<file path="config.mk">
export PLATFORM = sky130hd
export DESIGN_NAME = prog_loader
export DESIGN_NICKNAME = d
export VERILOG_FILES = /design/src/rtl/loader_pkg.sv /design/src/rtl/prog_loader.sv
export SDC_FILE = /design/constraint.sdc
export NUM_CORES = 1
export LEC_CHECK = 0
export CAP_MARGIN = 40
export CORE_UTILIZATION = 55
export DETAILED_ROUTE_END_ITERATION = 7
export DONT_BUFFER_PORTS = 1
export PLACE_DENSITY = 0.75
export SYNTH_ARGS = -nofsm -noshare
export SYNTH_HDL_FRONTEND = slang
export SYNTH_SLANG_ARGS = --single-unit
</file>
<file path="constraint.sdc">
create_clock -name clk -period 5.8 [get_ports clk]
set_clock_uncertainty 0.2 [all_clocks]
set_input_delay 0.58 -clock clk [delete_from_list [all_inputs] [get_ports clk]]
set_output_delay 0.58 -clock clk [all_outputs]
set_load 0.01 [all_outputs]
</file>
<file path="src/rtl/loader_pkg.sv">
// Shared definitions for the program loader: loader FSM states, byte width
// and instruction-store depth.
package loader_pkg;

    localparam int unsigned BYTE_W     = 8;
    localparam int unsigned IMEM_DEPTH = 256;

    typedef enum logic [2:0] {
        S_IDLE  = 3'd0,
        S_LEN   = 3'd1,
        S_HI    = 3'd2,
        S_LO    = 3'd3,
        S_WRITE = 3'd4,
        S_CSUM  = 3'd5,
        S_DONE  = 3'd6,
        S_ERR   = 3'd7
    } state_e;

endpackage

</file>
<file path="src/rtl/prog_loader.sv">
// prog_loader: byte-stream loader that writes 16-bit instruction words into
// the CPU instruction store, holding the CPU in reset during the load and
// releasing it only when the trailing XOR checksum matches.
//
// Ports:
//   clk, rst          system clock (rising edge), async active-high reset
//   start             begin a session (honoured in IDLE/DONE/ERR only)
//   in_valid/in_data  byte stream; a byte moves when in_valid && in_ready
//   in_ready          loader accepts a byte this cycle
//   imem_wr_en        one-cycle write strobe per word
//   imem_addr         word index being written
//   imem_wr_data      word being written
//   cpu_rst           holds the CPU in reset while high
//   busy              session in progress (LEN..CSUM)
//   done              one-cycle pulse on a good checksum
//   err               sticky checksum-mismatch flag
module prog_loader
    import loader_pkg::*;
#(
    parameter int unsigned ADDR_W = 8,
    parameter int unsigned DATA_W = 16
) (
    input  logic              clk,
    input  logic              rst,
    input  logic              start,
    input  logic              in_valid,
    input  logic [7:0]        in_data,
    output logic              in_ready,
    output logic              imem_wr_en,
    output logic [ADDR_W-1:0] imem_addr,
    output logic [DATA_W-1:0] imem_wr_data,
    output logic              cpu_rst,
    output logic              busy,
    output logic              done,
    output logic              err
);

    // One extra bit so a full-store count (256) is representable.
    localparam int unsigned CNT_W = ADDR_W + 1;

    state_e              state_q, state_d;
    logic [CNT_W-1:0]    cnt_q, cnt_d;
    logic [CNT_W-1:0]    len_q, len_d;
    logic [BYTE_W-1:0]   hi_q, hi_d;
    logic [BYTE_W-1:0]   xor_q, xor_d;
    logic [DATA_W-1:0]   word_q, word_d;
    logic                in_ready_q, in_ready_d;
    logic                wr_en_q, wr_en_d;
    logic                cpu_rst_q, cpu_rst_d;
    logic                busy_q, busy_d;
    logic                done_q, done_d;
    logic                err_q, err_d;
    logic                xfer;
    logic [CNT_W-1:0]    cnt_inc;

    assign xfer    = in_valid && in_ready_q;
    assign cnt_inc = cnt_q + CNT_W'(1);

    // State register and datapath/output registers.
    always_ff @(posedge clk or posedge rst) begin
        if (rst) begin
            state_q    <= S_IDLE;
            cnt_q      <= '0;
            len_q      <= '0;
            hi_q       <= '0;
            xor_q      <= '0;
            word_q     <= '0;
            in_ready_q <= 1'b0;
            wr_en_q    <= 1'b0;
            cpu_rst_q  <= 1'b0;
            busy_q     <= 1'b0;
            done_q     <= 1'b0;
            err_q      <= 1'b0;
        end else begin
            state_q    <= state_d;
            cnt_q      <= cnt_d;
            len_q      <= len_d;
            hi_q       <= hi_d;
            xor_q      <= xor_d;
            word_q     <= word_d;
            in_ready_q <= in_ready_d;
            wr_en_q    <= wr_en_d;
            cpu_rst_q  <= cpu_rst_d;
            busy_q     <= busy_d;
            done_q     <= done_d;
            err_q      <= err_d;
        end
    end

    // Next-state and datapath updates.
    always_comb begin
        state_d = state_q;
        cnt_d   = cnt_q;
        len_d   = len_q;
        hi_d    = hi_q;
        xor_d   = xor_q;
        word_d  = word_q;

        case (state_q)
            S_IDLE, S_DONE, S_ERR: begin
                if (start) begin
                    state_d = S_LEN;
                    cnt_d   = '0;
                    xor_d   = '0;
                end
            end
            S_LEN: begin
                if (xfer) begin
                    // A zero length byte encodes a full store.
                    len_d   = (in_data == 8'd0) ? CNT_W'(IMEM_DEPTH) : CNT_W'(in_data);
                    state_d = S_HI;
                end
            end
            S_HI: begin
                if (xfer) begin
                    hi_d    = in_data;
                    xor_d   = xor_q ^ in_data;
                    state_d = S_LO;
                end
            end
            S_LO: begin
                if (xfer) begin
                    word_d  = DATA_W'({hi_q, in_data});
                    xor_d   = xor_q ^ in_data;
                    state_d = S_WRITE;
                end
            end
            S_WRITE: begin
                cnt_d   = cnt_inc;
                state_d = (cnt_inc == len_q) ? S_CSUM : S_HI;
            end
            S_CSUM: begin
                if (xfer) begin
                    state_d = (in_data == xor_q) ? S_DONE : S_ERR;
                end
            end
            default: state_d = S_IDLE;
        endcase
    end

    // Outputs are decoded from the next state so they are valid as registers
    // in the same cycle the state register holds that state.
    always_comb begin
        in_ready_d = 1'b0;
        busy_d     = 1'b0;
        wr_en_d    = 1'b0;
        cpu_rst_d  = 1'b0;
        done_d     = 1'b0;
        err_d      = 1'b0;

        in_ready_d = (state_d == S_LEN) || (state_d == S_HI) ||
                     (state_d == S_LO)  || (state_d == S_CSUM);
        busy_d     = in_ready_d || (state_d == S_WRITE);
        wr_en_d    = (state_d == S_WRITE);
        // CPU stays held after a bad checksum so a corrupt image never runs.
        cpu_rst_d  = busy_d || (state_d == S_ERR);
        done_d     = (state_d == S_DONE) && (state_q != S_DONE);
        err_d      = (state_d == S_ERR);
    end

    assign in_ready     = in_ready_q;
    assign imem_wr_en   = wr_en_q;
    assign imem_addr    = cnt_q[ADDR_W-1:0];
    assign imem_wr_data = word_q;
    assign cpu_rst      = cpu_rst_q;
    assign busy         = busy_q;
    assign done         = done_q;
    assign err          = err_q;

endmodule

</file>
; ---- Yosys cells after proc, flatten, opt, wreduce, memory -nomap -nowiden
; Index checks and enable logic that the tools add are counted.
; W data, S select, Z words.
[totals]
latch_bits = 0
memories = 0
inputBits = 12
mem_bits_ro = 0
ramBits = 0
out_inout_bits = 30
register_bits = 59
[classes]
n_shift = 0
bitwise_logic = 1
n_eq_ne = 19
n_mul = 0
n_addsub = 1
reduce_logical = 18
div = 0
mux = 14
order_cmp = 0
[op_table]
columns = op, n
row1 = $eq A3 B3 Y1 const B, 8
row2 = $mux W3, 6
row3 = $mux W9, 2
row4 = $pmux W3 S6, 1
row5 = $pmux W9 S2, 1
row6 = $mux W8, 2
row7 = $pmux W8 S2, 1
row8 = $eq A3 B2 Y1 const B, 4
row9 = $add A9 B1 Y9 const B, 1
row10 = $eq A9 B9 Y1, 1
row11 = $eq A8 B8 Y1, 1
row12 = $logic_not A8 Y1, 1
row13 = $reduce_and A2 Y1, 4
row14 = $xor A8 B8 Y8, 1
row15 = $eq A3 B1 Y1 const B, 2
row16 = $logic_or A1 B1 Y1, 5
row17 = $reduce_bool A2 Y1, 2
row18 = $logic_not A3 Y1, 1
row19 = $ne A3 B3 Y1 const B, 1
row20 = $reduce_and A3 Y1, 1
row21 = $reduce_or A3 Y1, 1
row22 = $logic_and A1 B1 Y1, 2
row23 = $ne A2 B1 Y1 const B, 1
row24 = $ne A2 B2 Y1 const B, 1
row25 = other kinds (2), 2

; ---- Logic depth before layout (Yosys ltp)
[logic_depth]
depth_word = 10
ltp_mapped = 8
depth_no_buf = 7

; ---- Worst setup path before layout
; No wires, ideal clock.
[synth_timing]
kind = register to register
startpoint = register cnt_q[0]
endpoint = register done_q, in the netlist done
arrival_ns = 2.069
stages_incl_launch_ff = 8
setup_slack_ns = 3.411
setup_time_ns = 0.121
path_cell_list = dfrtp_1 -> ha_1 -> xnor2_1 -> xnor2_1 -> or4b_1 -> or4_1 -> a21oi_1 -> nor3b_1
[synth_between]
elab_chain_len = 6
[synth_rtl]
columns = item, line
row1 = "start, declared", prog_loader.sv:42  ; logic [CNT_W-1:0] cnt_q, cnt_d;
row2 = "start signal, assigned", prog_loader.sv:76  ; cnt_q <= cnt_d;
row3 = $add A9 B1 Y9, prog_loader.sv:57  ; assign cnt_inc = cnt_q + CNT_W'(1);
row4 = $eq A9 B9 Y1, prog_loader.sv:130  ; state_d = (cnt_inc == len_q) ? S_CSUM : S_HI;
row5 = $mux W3, prog_loader.sv:130
row6 = $pmux W3 S6, prog_loader.sv:99  ; case (state_q)
row7 = $eq A3 B3 Y1, prog_loader.sv:157  ; done_d = (state_d == S_DONE) && (state_q != S_DONE);
row8 = $logic_and A1 B1 Y1, prog_loader.sv:157
row9 = via done_d, prog_loader.sv:51  ; logic done_q, done_d;
row10 = "end signal, assigned", prog_loader.sv:85  ; done_q <= done_d;
row11 = "end, declared", prog_loader.sv:51
; The timed path passes the listed nets, and every way through them passes these cells.
; A chain may end at the register's enable or synchronous reset.

; ---- Worst setup path after layout
; Ends and elaborated chain as after synthesis.

==> impl_metrics.ini <==
[grt]
grt_use_total_pct = 23.6
grt_max_degree = 60
grt_first_pass_wirelength_um = 9690
overflow = 0
antenna_found_initial = 0
grt_pass1_vias = 2037

[power]
p_leak_nw = 1.30
irDropWorstVdd_mv = 0.265
power_per_cell_area_nw_per_um2 = 503

[synthesis]
synth_nets = 294
synth_warnings = 0
synth_async_sr_flop_share_pct = 100
ys.flop_type = dfrtp_1
synth-seq-area-share_pct = 49.8
synth_top_area_share_pct = 49.8
yosysTopAreaCell = dfrtp_1
syn_inst = 281
ys_seq_elements = 59
synth_edf_count = 0
ys_types = 47
synth_area_leaders = dfrtp_1 50%, mux2_2 12%, o21ai_0 6.2%
avgSynthCellArea_um2 = 10.6
syn_area_um2 = 2970

[layout]
finalNetCount = 287
final_cell_mix = 59 x dfrtp_1, 37 x o21ai_0, 32 x mux2_2, 23 x nand2_1, 13 x nand2b_1
syn_to_final_growth_pct = 5.53
final_common_cell = dfrtp_1
antenna_cells = 0
drive_above_1_share_pct = 21.2
instances_no_fill = 348
final_area_um2 = 3130

[routing]
met1_length_um = 2630
num_vias = 2113
routed_wl_um = 5820
ant_nets = 0
drc = 0
met2WireLength_um = 2720
wl_per_cell_um = 16.7
dr.pass1.iters = 4
dr.first_iter.drc_count = 137
vias_per_cell = 6.07
routed.top_layer = met4
wl_met3_um = 429

[critical_path]
rr_startpoint = cnt_q[0]
path_common_cell = xnor2_1
cp_top_family = simple AND/OR/NAND/NOR gates
critPathArrivalTime_ps = 2600
critPathLaunchType = flop
reg2reg_to = done
required_ps = 5830
worst-path-buf-inv = 0
cp-end-kind = flop
critPathKind = reg -> reg
rr_worst_depth = 7
path_max_fanout = 7
critical_path.slowest_cell = or4b_1
slowest_delay_ps = 530
timing.reg2reg.setup_slack_ps = 3230
cp_cell_sequence = ha_1, xnor2_1, xnor2_1, or4b_1, or4_1, a21oi_1, nor3b_1

[placed_design]
dp.cells = 333
portBuffers = 0
postPlaceCellArea_um2 = 2930
dp_slack_ps = 3230
hpwl_um = 3880
place.gp.congestion = 0.841

[sta]
max_freq_ghz = 0.389
postLayoutSetupSlackWorst_ps = 3230
period_needed_ps = 2570
worst_slew_pin_slew_ps = 740
hold_viol_final = 0
drv_slew = 0
setup_viol = 0
min_period_over_period_pct = 44.3
relSlewSlack_pct = 50.3
setup-tns-final_ps = 0
rsz0062_at_grt = no

[clock_tree]
cts_tree = built
clkSinkCount = 59
root_buffer = clkbuf_8
cts_resized = 0
cts.path.max_buffers = 2
numCtsBuffers = 9
clkLatencyLatePin_ps = 350
postCtsHoldBufs = 0
clkSlewWorstSetupHoldPaths_ps = 70
cts_max_level = 3
cts_setup_buffers = 0

[worst_hold_path]
min_path_type = in -> async

[die]
die_w_um = 75.4
fp.dieH_um = 75.4
core_um2 = 5140
floorplan.initialDensity_pct = 57.7
ios = 42
die-area_um2 = 5690
rows = 26

[run]
max_cap_violations = 0

[outcome]
status = finished clean
==> worst reg2reg max path, cell delays in order (launching register included) <==
cell,delay [ps]
dfrtp_1,470
ha_1,300
xnor2_1,160
xnor2_1,130
or4b_1,530
or4_1,440
a21oi_1,170
nor3b_1,70
==> kinds of logic after synthesis <==
kind of cell | after synthesis | synth area share [%]
compound gates | 64 | 12.8
simple gates | 80 | 14.3
fa+ha+maj | 1 | 0.422
mux | 33 | 12.5
xor+xnor | 14 | 4.13
buf+inv | 30 | 6.12
flops | 59 | 49.8
==> how the worst max path moves through the flow <==
stage | cells after the start | slack, ps | start | end
floorplan | 7 | 3410 | cnt_q[0] | done
global placement | 7 | 3260 | cnt_q[0] | done
detailed placement | 7 | 3230 | cnt_q[0] | done
CTS | 7 | 3220 | cnt_q[0] | done
global route | 7 | 3050 | cnt_q[0] | done
finish | 7 | 3230 | cnt_q[0] | done
==> metal layers <==
| layer | global-route usage (%) | up-vias |
|---|---|---|
| li1 | - | 981 |
| met4 | 7.82 | 0 |
| met1 | 30.8 | 1045 |
| met5 | 0 | - |
| met2 | 34.6 | 82 |
| met3 | 11.2 | 5 |
==> synthesized netlist by cell type, types with 2 or more instances <==
cell type	instances
and3_2	2
nand2_1	23
nand3b_1	2
o31ai_1	2
buf_2	2
mux2_2	32
nor3_1	6
xnor2_1	7
nand4_1	3
nor4_1	4
nor3b_1	2
clkbuf_8	2
o22ai_1	3
o21ai_0	37
xor2_1	7
nand3_1	8
buf_4	10
inv_1	9
a31oi_1	3
nand2b_1	13
a21oi_1	7
dfrtp_1	59
o2111ai_1	2
nor2_1	8
clkbuf_1	5
o211ai_1	2
==> metrics by stage <==
| stage | utilization, % | power, mW | hold WS [ps] |
|---|---|---|---|
| 2_1_floorplan | - | 1.12 | 261 |
| 4_1_cts | 60.9 | 1.59 | 135 |
| 6_report | 60.9 | 1.57 | 124 |
| 3_5_place_dp | 57.0 | 1.21 | 289 |
| 3_3_place_gp | 57.0 | 1.19 | 280 |
| 5_1_grt | 60.9 | 1.68 | 158 |
==> state kept, by name, indices dropped and copies added (netlist names), 3 cells and up <==
signal	flops
hi_q	8
xor_q	8
imem_wr_data	16
len_q	9
cnt_q	9
state_q	3
==> final cells by class <==
| type | count | area (um^2) |
|---|---|---|
| clock buffers | 11 | 151 |
| clock inverters | 4 | 50.0 |
| fillers | 457 | 2010 |
| inverters | 9 | 33.8 |
| multi-input cells | 192 | 1310 |
| flip-flops and latches | 59 | 1480 |
| well taps | 70 | 87.6 |
| repair buffers | 3 | 22.5 |
==> power by group <==
group          switching (mW)  internal [mW]
clock                   0.158          0.218
combinational           0.215          0.242
sequential              0.169          0.572
total                   0.541           1.03
(Power assumes the default switching activity.)
